`config.mk`:
```
export PLATFORM = sky130hd
export DESIGN_NAME = matrix_mac_sequencer_flat
export DESIGN_NICKNAME = d
export VERILOG_FILES = /design/src/rtl/matrix_mac_sequencer_if.sv /design/src/rtl/matrix_mac_sequencer.sv /design/src/flat_wrapper.sv
export SDC_FILE = /design/constraint.sdc
export NUM_CORES = 1
export LEC_CHECK = 0
export ABC_CLOCK_PERIOD_IN_PS = 5900
export CAP_MARGIN = 10
export CELL_PAD_IN_SITES_DETAIL_PLACEMENT = 0
export CELL_PAD_IN_SITES_GLOBAL_PLACEMENT = 2
export CORE_MARGIN = 4
export CORE_UTILIZATION = 43
export DETAILED_ROUTE_END_ITERATION = 7
export GPL_TIMING_DRIVEN = 0
export HOLD_SLACK_MARGIN = 0.08
export PLACE_DENSITY_LB_ADDON = 0.1
export SKIP_CTS_REPAIR_TIMING = 1
export SYNTH_ARGS = -nofsm -noshare
export SYNTH_HDL_FRONTEND = slang
export SYNTH_SLANG_ARGS = --single-unit
```
`constraint.sdc`:
```
create_clock -name clk -period 5.9 [get_ports clk]
set_clock_uncertainty 0.1 [all_clocks]
set_input_delay 0.885 -clock clk [delete_from_list [all_inputs] [get_ports clk]]
set_output_delay 0.885 -clock clk [all_outputs]
set_load 0.005 [all_outputs]
```
`src/rtl/matrix_mac_sequencer_if.sv`:
```
// rtl/matrix_mac_sequencer_if.sv - bank read side and result stream of the 3x3 MAC sequencer
interface matrix_mac_sequencer_if #(
    parameter int DATA_W = 4,
    parameter int ACC_W  = 2 * DATA_W + 2
);
    logic              start;
    logic [DATA_W-1:0] data_w1;
    logic [DATA_W-1:0] data_w2;
    logic [DATA_W-1:0] data_w3;
    logic [DATA_W-1:0] data_x1;
    logic [DATA_W-1:0] data_x2;
    logic [DATA_W-1:0] data_x3;
    logic              unload1;
    logic              unload2;
    logic              unload3;
    logic [ACC_W-1:0]  c_data;
    logic [3:0]        c_index;
    logic              c_valid;
    logic              c_ready;
    logic              busy;
    logic              done;

    modport master (
        input  start, data_w1, data_w2, data_w3, data_x1, data_x2, data_x3, c_ready,
        output unload1, unload2, unload3, c_data, c_index, c_valid, busy, done
    );

    modport slave (
        output start, data_w1, data_w2, data_w3, data_x1, data_x2, data_x3, c_ready,
        input  unload1, unload2, unload3, c_data, c_index, c_valid, busy, done
    );
endinterface

```
`src/rtl/matrix_mac_sequencer.sv`:
```
// rtl/matrix_mac_sequencer.sv - steps the matrix bank, accumulates C = W*X, streams C row-major
module matrix_mac_sequencer #(
    parameter int DATA_W        = 4,
    parameter int ACC_W         = 2 * DATA_W + 2,
    parameter int SETTLE_CYCLES = 1
) (
    input  logic                     clk,
    input  logic                     clear_n,
    matrix_mac_sequencer_if.master   bus
);
    typedef enum logic [2:0] {
        IDLE  = 3'd0,
        STEP1 = 3'd1,
        STEP2 = 3'd2,
        STEP3 = 3'd3,
        OUT   = 3'd4,
        DONE  = 3'd5
    } state_t;

    state_t              state;
    state_t              state_nxt;
    logic                start_q;
    logic [2:0]          settle_cnt;
    logic [3:0]          c_index_q;
    logic [ACC_W-1:0]    acc [9];
    logic [2*DATA_W-1:0] prod [9];
    logic [DATA_W-1:0]   w_col [3];
    logic [DATA_W-1:0]   x_row [3];
    logic                launch;
    logic                in_step;
    logic                step_last;
    logic                accept;

    assign w_col[0] = bus.data_w1;
    assign w_col[1] = bus.data_w2;
    assign w_col[2] = bus.data_w3;
    assign x_row[0] = bus.data_x1;
    assign x_row[1] = bus.data_x2;
    assign x_row[2] = bus.data_x3;

    // Outer product of the current W column and X row, full 2*DATA_W precision
    always_comb begin
        for (int i = 0; i < 3; i++) begin
            for (int j = 0; j < 3; j++) begin
                prod[3*i+j] = (2*DATA_W)'(w_col[i]) * (2*DATA_W)'(x_row[j]);
            end
        end
    end

    always_comb begin
        state_nxt   = state;
        launch      = 1'b0;
        in_step     = (state == STEP1) || (state == STEP2) || (state == STEP3);
        step_last   = in_step && (settle_cnt == 3'(SETTLE_CYCLES));
        accept      = (state == OUT) && bus.c_ready;
        bus.unload1 = (state == STEP1);
        bus.unload2 = (state == STEP2);
        bus.unload3 = (state == STEP3);
        bus.c_valid = (state == OUT);
        bus.busy    = in_step || (state == OUT);
        bus.done    = (state == DONE);
        bus.c_index = c_index_q;
        bus.c_data  = (state == OUT) ? acc[c_index_q] : '0;
        case (state)
            IDLE: begin
                if (bus.start && !start_q) begin
                    state_nxt = STEP1;
                    launch    = 1'b1;
                end
            end
            STEP1:   if (step_last) state_nxt = STEP2;
            STEP2:   if (step_last) state_nxt = STEP3;
            STEP3:   if (step_last) state_nxt = OUT;
            OUT:     if (accept && (c_index_q == 4'd8)) state_nxt = DONE;
            DONE:    if (!bus.start) state_nxt = IDLE;
            default: state_nxt = IDLE;
        endcase
    end

    always_ff @(posedge clk or negedge clear_n) begin
        if (!clear_n) begin
            state      <= IDLE;
            start_q    <= 1'b0;
            settle_cnt <= '0;
            c_index_q  <= '0;
        end else begin
            state   <= state_nxt;
            start_q <= bus.start;
            if (step_last || !in_step) begin
                settle_cnt <= '0;
            end else begin
                settle_cnt <= settle_cnt + 3'd1;
            end
            if (launch) begin
                c_index_q <= '0;
            end else if (accept) begin
                c_index_q <= (c_index_q == 4'd8) ? 4'd0 : c_index_q + 4'd1;
            end
        end
    end

    // Products wrap into ACC_W bits when the accumulator is configured narrow
    always_ff @(posedge clk or negedge clear_n) begin
        if (!clear_n) begin
            for (int k = 0; k < 9; k++) acc[k] <= '0;
        end else if (launch) begin
            for (int k = 0; k < 9; k++) acc[k] <= '0;
        end else if (step_last) begin
            for (int k = 0; k < 9; k++) acc[k] <= acc[k] + ACC_W'(prod[k]);
        end
    end
endmodule

```
`src/flat_wrapper.sv`:
```
// flat-port wrapper written by rule: the top's interface ports become plain ports
module matrix_mac_sequencer_flat 
#(
    parameter int DATA_W        = 4,
    parameter int ACC_W         = 2 * DATA_W + 2,
    parameter int SETTLE_CYCLES = 1
)
  (clk, clear_n, bus_start, bus_data_w1, bus_data_w2, bus_data_w3, bus_data_x1, bus_data_x2, bus_data_x3, bus_c_ready, bus_unload1, bus_unload2, bus_unload3, bus_c_data, bus_c_index, bus_c_valid, bus_busy, bus_done);
  matrix_mac_sequencer_if #(.DATA_W(DATA_W), .ACC_W(ACC_W)) bus_i ();
  input  logic clk;
  input  logic clear_n;
  input wire logic [$bits(bus_i.start)-1:0] bus_start;
  input wire logic [$bits(bus_i.data_w1)-1:0] bus_data_w1;
  input wire logic [$bits(bus_i.data_w2)-1:0] bus_data_w2;
  input wire logic [$bits(bus_i.data_w3)-1:0] bus_data_w3;
  input wire logic [$bits(bus_i.data_x1)-1:0] bus_data_x1;
  input wire logic [$bits(bus_i.data_x2)-1:0] bus_data_x2;
  input wire logic [$bits(bus_i.data_x3)-1:0] bus_data_x3;
  input wire logic [$bits(bus_i.c_ready)-1:0] bus_c_ready;
  output wire logic [$bits(bus_i.unload1)-1:0] bus_unload1;
  output wire logic [$bits(bus_i.unload2)-1:0] bus_unload2;
  output wire logic [$bits(bus_i.unload3)-1:0] bus_unload3;
  output wire logic [$bits(bus_i.c_data)-1:0] bus_c_data;
  output wire logic [$bits(bus_i.c_index)-1:0] bus_c_index;
  output wire logic [$bits(bus_i.c_valid)-1:0] bus_c_valid;
  output wire logic [$bits(bus_i.busy)-1:0] bus_busy;
  output wire logic [$bits(bus_i.done)-1:0] bus_done;
  assign bus_i.start = bus_start;
  assign bus_i.data_w1 = bus_data_w1;
  assign bus_i.data_w2 = bus_data_w2;
  assign bus_i.data_w3 = bus_data_w3;
  assign bus_i.data_x1 = bus_data_x1;
  assign bus_i.data_x2 = bus_data_x2;
  assign bus_i.data_x3 = bus_data_x3;
  assign bus_i.c_ready = bus_c_ready;
  assign bus_unload1 = bus_i.unload1;
  assign bus_unload2 = bus_i.unload2;
  assign bus_unload3 = bus_i.unload3;
  assign bus_c_data = bus_i.c_data;
  assign bus_c_index = bus_i.c_index;
  assign bus_c_valid = bus_i.c_valid;
  assign bus_busy = bus_i.busy;
  assign bus_done = bus_i.done;
  matrix_mac_sequencer #(.DATA_W(DATA_W), .ACC_W(ACC_W), .SETTLE_CYCLES(SETTLE_CYCLES)) u_core (.clk(clk), .clear_n(clear_n), .bus(bus_i));
endmodule
```
# ---- Word-level counts from Yosys, hierarchy flattened
# Cells that the tools add are included.
dict set report word_totals {
  wordCells 81
  regBits 101
  input_bits 28
  output_inout_bits 20
}
dict set report op_classes {
  mul 9
  n_addsub 11
  bitwise_logic 1
  n_eq_ne 13
  reduce_logical 14
  n_lt_le_gt_ge 1
  muxes 19
}
# operator n
set op_table {}
lappend op_table {{90-bit 2-to-1 mux} 2}
lappend op_table {{10-bit by 8-bit adder with 10-bit output} 9}
lappend op_table {{4-bit by 4-bit multiplier with 8-bit output} 9}
lappend op_table {{10-bit binary-select mux with 4-bit select} 1}
lappend op_table {{10-bit 2-to-1 mux} 3}
lappend op_table {{3-bit 2-to-1 mux} 7}
lappend op_table {{3-bit case mux with 6 select lines} 1}
lappend op_table {{4-bit 2-to-1 mux} 3}
lappend op_table {{2-bit by 1-bit inequality test with 1-bit output, second input constant} 5}
lappend op_table {{3-bit by 1-bit equality test with 1-bit output, second input constant} 2}
lappend op_table {{3-bit by 2-bit equality test with 1-bit output, second input constant} 2}
lappend op_table {{3-bit equality test, second input constant} 2}
lappend op_table {{6-bit AND reduction} 1}
lappend op_table {{5-bit >= comparator, second input constant} 1}
lappend op_table {{4-bit inverter with 5-bit output} 1}
lappend op_table {{4-bit by 1-bit adder with 4-bit output, second input constant} 1}
lappend op_table {{4-bit equality test, second input constant} 1}
lappend op_table {{1-bit logical AND} 4}
lappend op_table {{1-bit logical OR} 4}
lappend op_table {{2-bit nonzero test} 2}
lappend op_table {{3-bit by 1-bit adder with 3-bit output, second input constant} 1}
lappend op_table {{3-bit zero test} 1}
lappend op_table {{1-bit zero test} 2}
lappend op_table {{1-bit 2-to-1 mux} 2}
lappend op_table {{2-bit inequality test, second input constant} 1}

# ---- Longest topological paths before layout
dict set report logic_depth {
  ltp_word 6
  depth_mapped 14
  depth_no_buf 13
}

# ---- Worst setup path before layout
# Ideal clock, no wire load.
dict set report synth_path {
  path_kind {input -> register}
  start {in bus_data_w3[0]}
  end {reg u_core.acc[26] (netlist bit)}
  path_slack_ns 1.797
  n_path_buf 1
  arrival_ns 3.882
  setup_ns 0.121
  stages 12
  t_required_ns 5.679
  cell_sequence {clkbuf_1 nand2_1 fa_1 fa_1 fa_1 inv_1 ha_1 o21ai_0 nor2_1 o31ai_1 xnor2_1 a22o_1}
}
dict set report synth_between {
  elab_chain_cells 4
}
# element line_no
set synth_rtl {}
lappend synth_rtl {{start, declared} flat_wrapper.sv:15} ;# input wire logic [$bits(bus_i.data_w3)-1:0] bus_data_w3;
lappend synth_rtl {{4-bit by 4-bit multiplier with 8-bit output} matrix_mac_sequencer.sv:45} ;# prod[3*i+j] = (2*DATA_W)'(w_col[i]) * (2*DATA_W)'(x_row[j]);
lappend synth_rtl {{10-bit by 8-bit adder with 10-bit output} matrix_mac_sequencer.sv:109} ;# for (int k = 0; k < 9; k++) acc[k] <= acc[k] + ACC_W'(prod[k]);
lappend synth_rtl {{90-bit 2-to-1 mux} matrix_mac_sequencer.sv:108} ;# end else if (step_last) begin
lappend synth_rtl {{90-bit 2-to-1 mux} matrix_mac_sequencer.sv:106} ;# end else if (launch) begin
lappend synth_rtl {{end, declared} matrix_mac_sequencer.sv:25} ;# logic [ACC_W-1:0] acc [9];
# Every way passes these cells. The select of a mux whose other input is x is not followed.
# A chain may end at the register's enable or synchronous reset.

# ---- Worst setup path after layout
dict set report layout_path {
  start {in bus_data_x1[2]}
  end {reg u_core.acc[29] (netlist bit)}
}
dict set report layout_between {
  elab_chain_cells 4
}
# element line_no
set layout_rtl {}
lappend layout_rtl {{start, declared} flat_wrapper.sv:16} ;# input wire logic [$bits(bus_i.data_x1)-1:0] bus_data_x1;
lappend layout_rtl {{4-bit by 4-bit multiplier with 8-bit output} matrix_mac_sequencer.sv:45}
lappend layout_rtl {{10-bit by 8-bit adder with 10-bit output} matrix_mac_sequencer.sv:109}
lappend layout_rtl {{90-bit 2-to-1 mux} matrix_mac_sequencer.sv:108}
lappend layout_rtl {{90-bit 2-to-1 mux} matrix_mac_sequencer.sv:106}
# Every way passes these cells. The select of a mux whose other input is x is not followed.

==> flow_summary.ini <==
[run_status]
status = finished, final reports clean

[drt]
wl_per_cell_um = 19.54
wl_um = 33790
drt_iter0_drc = 557
post-route-drc-count = 0
drtAntennaViolNets = 0
drt_first_pass_iters = 5
via_per_inst = 5.420
vias = 9372

[timing]
final_hold_viol_count = 0
finalCriticalPeriod_ns = 5.492
slew_violations = 0
post-route-period-util = 0.9309
worstMarginPinSlew_ns = 1.055
finalSetupTns_ns = 0
rsz0062_at_grt = no
setup_viol = 0
holdWs_ns = 0.3201
fmax_mhz = 182.1
relSlewSlack = 0.2946

[floorplan]
die_area_sq_um = 29690
io-pin-count = 48
die_h_um = 172.3
initial_core_util = 0.4417
rows = 59
core_area_sq_um = 26280
die_w_um = 172.3

[synthesis]
ys_types = 43
synth_flop_cell = dfrtp_1
synth-async-reset-ratio = 1.000
syn-num-nets = 1601
synth-seq-cells = 101
yosys_warnings = 0
yosys-top-cells-count = inv_1, ha_1, and2_1
yosysTopAreaCellShare = 0.2177
syn_area_sq_um = 11610
yosysSeqAreaShare = 0.2177
synth.avg_cell_area_sq_um = 8.754
netlist_instances = 1326
synth_area_leaders = dfrtp_1, ha_1, fa_1, inv_1, and2_1
synth_edf_count = 0
synth.most_common_cell = inv_1
yosysTopAreaCell = dfrtp_1

[place]
portBuffers = 47
hpwl_um = 27290
dp.cells = 1709
gp_congestion = 0.8761

[clocking]
insertion_delay_ns = 0.37
cts_tree = yes
path_clk_slew_ns = 0.08
clk_path_buf_depth = 2
h-tree-depth = 3
cts_sinks = 101
cts_root_buffer = clkbuf_16
numCtsBuffers = 9

[layout]
finalNonFillerCells = 1729
nNetsFinal = 1660
multi_input_area_sq_um = 8103
final_layout_size_suffix_gt1_frac = 0.03525
n_fill_cell = 2610
seqCellArea_sq_um = 2527
syn2layout_area_growth_pct = 10.39

[worst_setup_path]
crit_path_max_incr_delay_ns = 0.64
reg2reg_from = u_core.acc[22]
r2r_end = u_core.acc[29]
critical_path.endpoint_type = flop
worst-setup-path-type = input port to flop
worstPathArrival_ns = 5.67
cp_slowest_cell = clkbuf_1
path_common_cell = fa_1
cp-start-kind = input port
cp_cell_sequence = clkdlybuf4s50_1 -> clkbuf_1 -> nand2_1 -> fa_1 -> fa_1 -> fa_1 -> inv_1 -> ha_1 -> a211oi_1 -> o21ai_0 -> a31oi_1 -> o21ai_0 -> a21oi_1
cp_max_fo = 10
reg2reg_depth = 7
cp.required_ns = 6.08
rrSetupSlack_ns = 2.93

[pwr]
ir_drop_mv = 0.1782
power_density_nw_per_um2 = 413.3
p_leak_nw = 6.377

[grt]
grt-ovfl-total = 0
track_usage = 0.2387
grt_pass1_wl_um = 53720
antenna_found_initial = 3
grt_pass1_vias = 9330
grt_max_degree = 61

[flow_run]
maxCapViolCount = 0

[min_path]
worst_hold_path_type = input port to async pin
-- layout make-up --
cell class / count / area share
Antenna cell: 4 / 0.0007812
Clock buffer: 10 / 0.01787
Multi-Input combinational cell: 975 / 0.6324
Sequential cell: 101 / 0.1972
Inverter: 185 / 0.05419
Clock inverter: 6 / 0.003808
Tap cell: 335 / 0.03271
Buffer: 65 / 0.02207
Timing Repair Buffer: 48 / 0.03896
-- worst max-delay path by stage --
| stage | start | depth (start not counted) | slack (ns) | endpoint |
|---|---|---|---|---|
| 2_1_floorplan | bus_data_w3[0] | 12 | 1.80 | u_core.acc[26] |
| 3_3_place_gp | clear_n | 1 | -0.57 | u_core.acc[56] |
| 3_5_place_dp | bus_data_x1[2] | 13 | 0.18 | u_core.acc[29] |
| 4_1_cts | bus_data_x1[2] | 13 | 0.46 | u_core.acc[29] |
| 5_1_grt | bus_data_x1[2] | 13 | 0.22 | u_core.acc[29] |
| 6_report | bus_data_x1[2] | 13 | 0.41 | u_core.acc[29] |
-- metal layers --
metal | vias to the layer above | part of all wire | global-route usage
met1 | 4562 | 0.48 | 0.3350
met4 | 0 | 0.016 | 0.04614
met5 | - | 0 | 0
met2 | 165 | 0.46 | 0.3893
li1 | 4608 | - | -
met3 | 37 | 0.047 | 0.04435
-- flip-flops by register name, indices dropped and copies added, names as in the netlist --
| signal | flops |
|---|---|
| u_core.state | 3 |
| u_core.acc | 90 |
| u_core.settle_cnt | 3 |
| u_core.start_q | 1 |
| u_core.bus.c_index | 4 |
-- through the flow --
| step | setup WS (ns) | util | total power, mW | area (sq um) |
|---|---|---|---|---|
| 2_1_floorplan | 1.797 | - | 3.682 | 11610 |
| 3_3_place_gp | -0.5667 | 0.4755 | 4.676 | 12500 |
| 3_5_place_dp | 0.1770 | 0.4766 | 4.704 | 12530 |
| 4_1_cts | 0.4631 | 0.4872 | 5.326 | 12800 |
| 5_1_grt | 0.2217 | 0.4872 | 5.863 | 12800 |
| 6_report | 0.4079 | 0.4876 | 5.296 | 12810 |
-- power by group --
part | switching (mW) | leakage [nW] | internal, mW
logic | 2.07 | 4.94 | 1.42
registers | 0.257 | 1.31 | 0.951
clock network | 0.313 | 0.125 | 0.290
-- placed cells by master, fill, tap and decap left out, types with 31 or more instances in the layout --
cell type and instances:
nand2_1 86, ha_1 166, nor2_1 60, fa_1 81
and2_1 110, clkdlybuf4s50_1 46, a211oi_1 31, inv_1 185
nor3_1 38, o21ai_0 101, clkbuf_1 46, dfrtp_1 101
xor2_1 41, a21oi_1 54
-- cell families (layout without fill, tap and decap cells) --
kind of cell / after synthesis / in the layout / synth area share
simple gates: 349 / 349 / 0.1526
compound gates: 307 / 307 / 0.1698
buf+inv: 250 / 314 / 0.08419
fa+ha+maj: 247 / 247 / 0.3186
flops: 101 / 101 / 0.2177
xor+xnor: 53 / 53 / 0.03999
mux: 19 / 19 / 0.01703
other cells: 0 / 4 / 0
-- critical path, delay by kind of cell --
kind / cells / cell delay (ns)
adders and majority gates: 4 / 1.97
buffers and inverters: 3 / 1.30
and+or+nand+nor: 1 / 0.16
AOI/OAI and AO/OA: 5 / 1.35
Power figures use the tool's default switching activity.
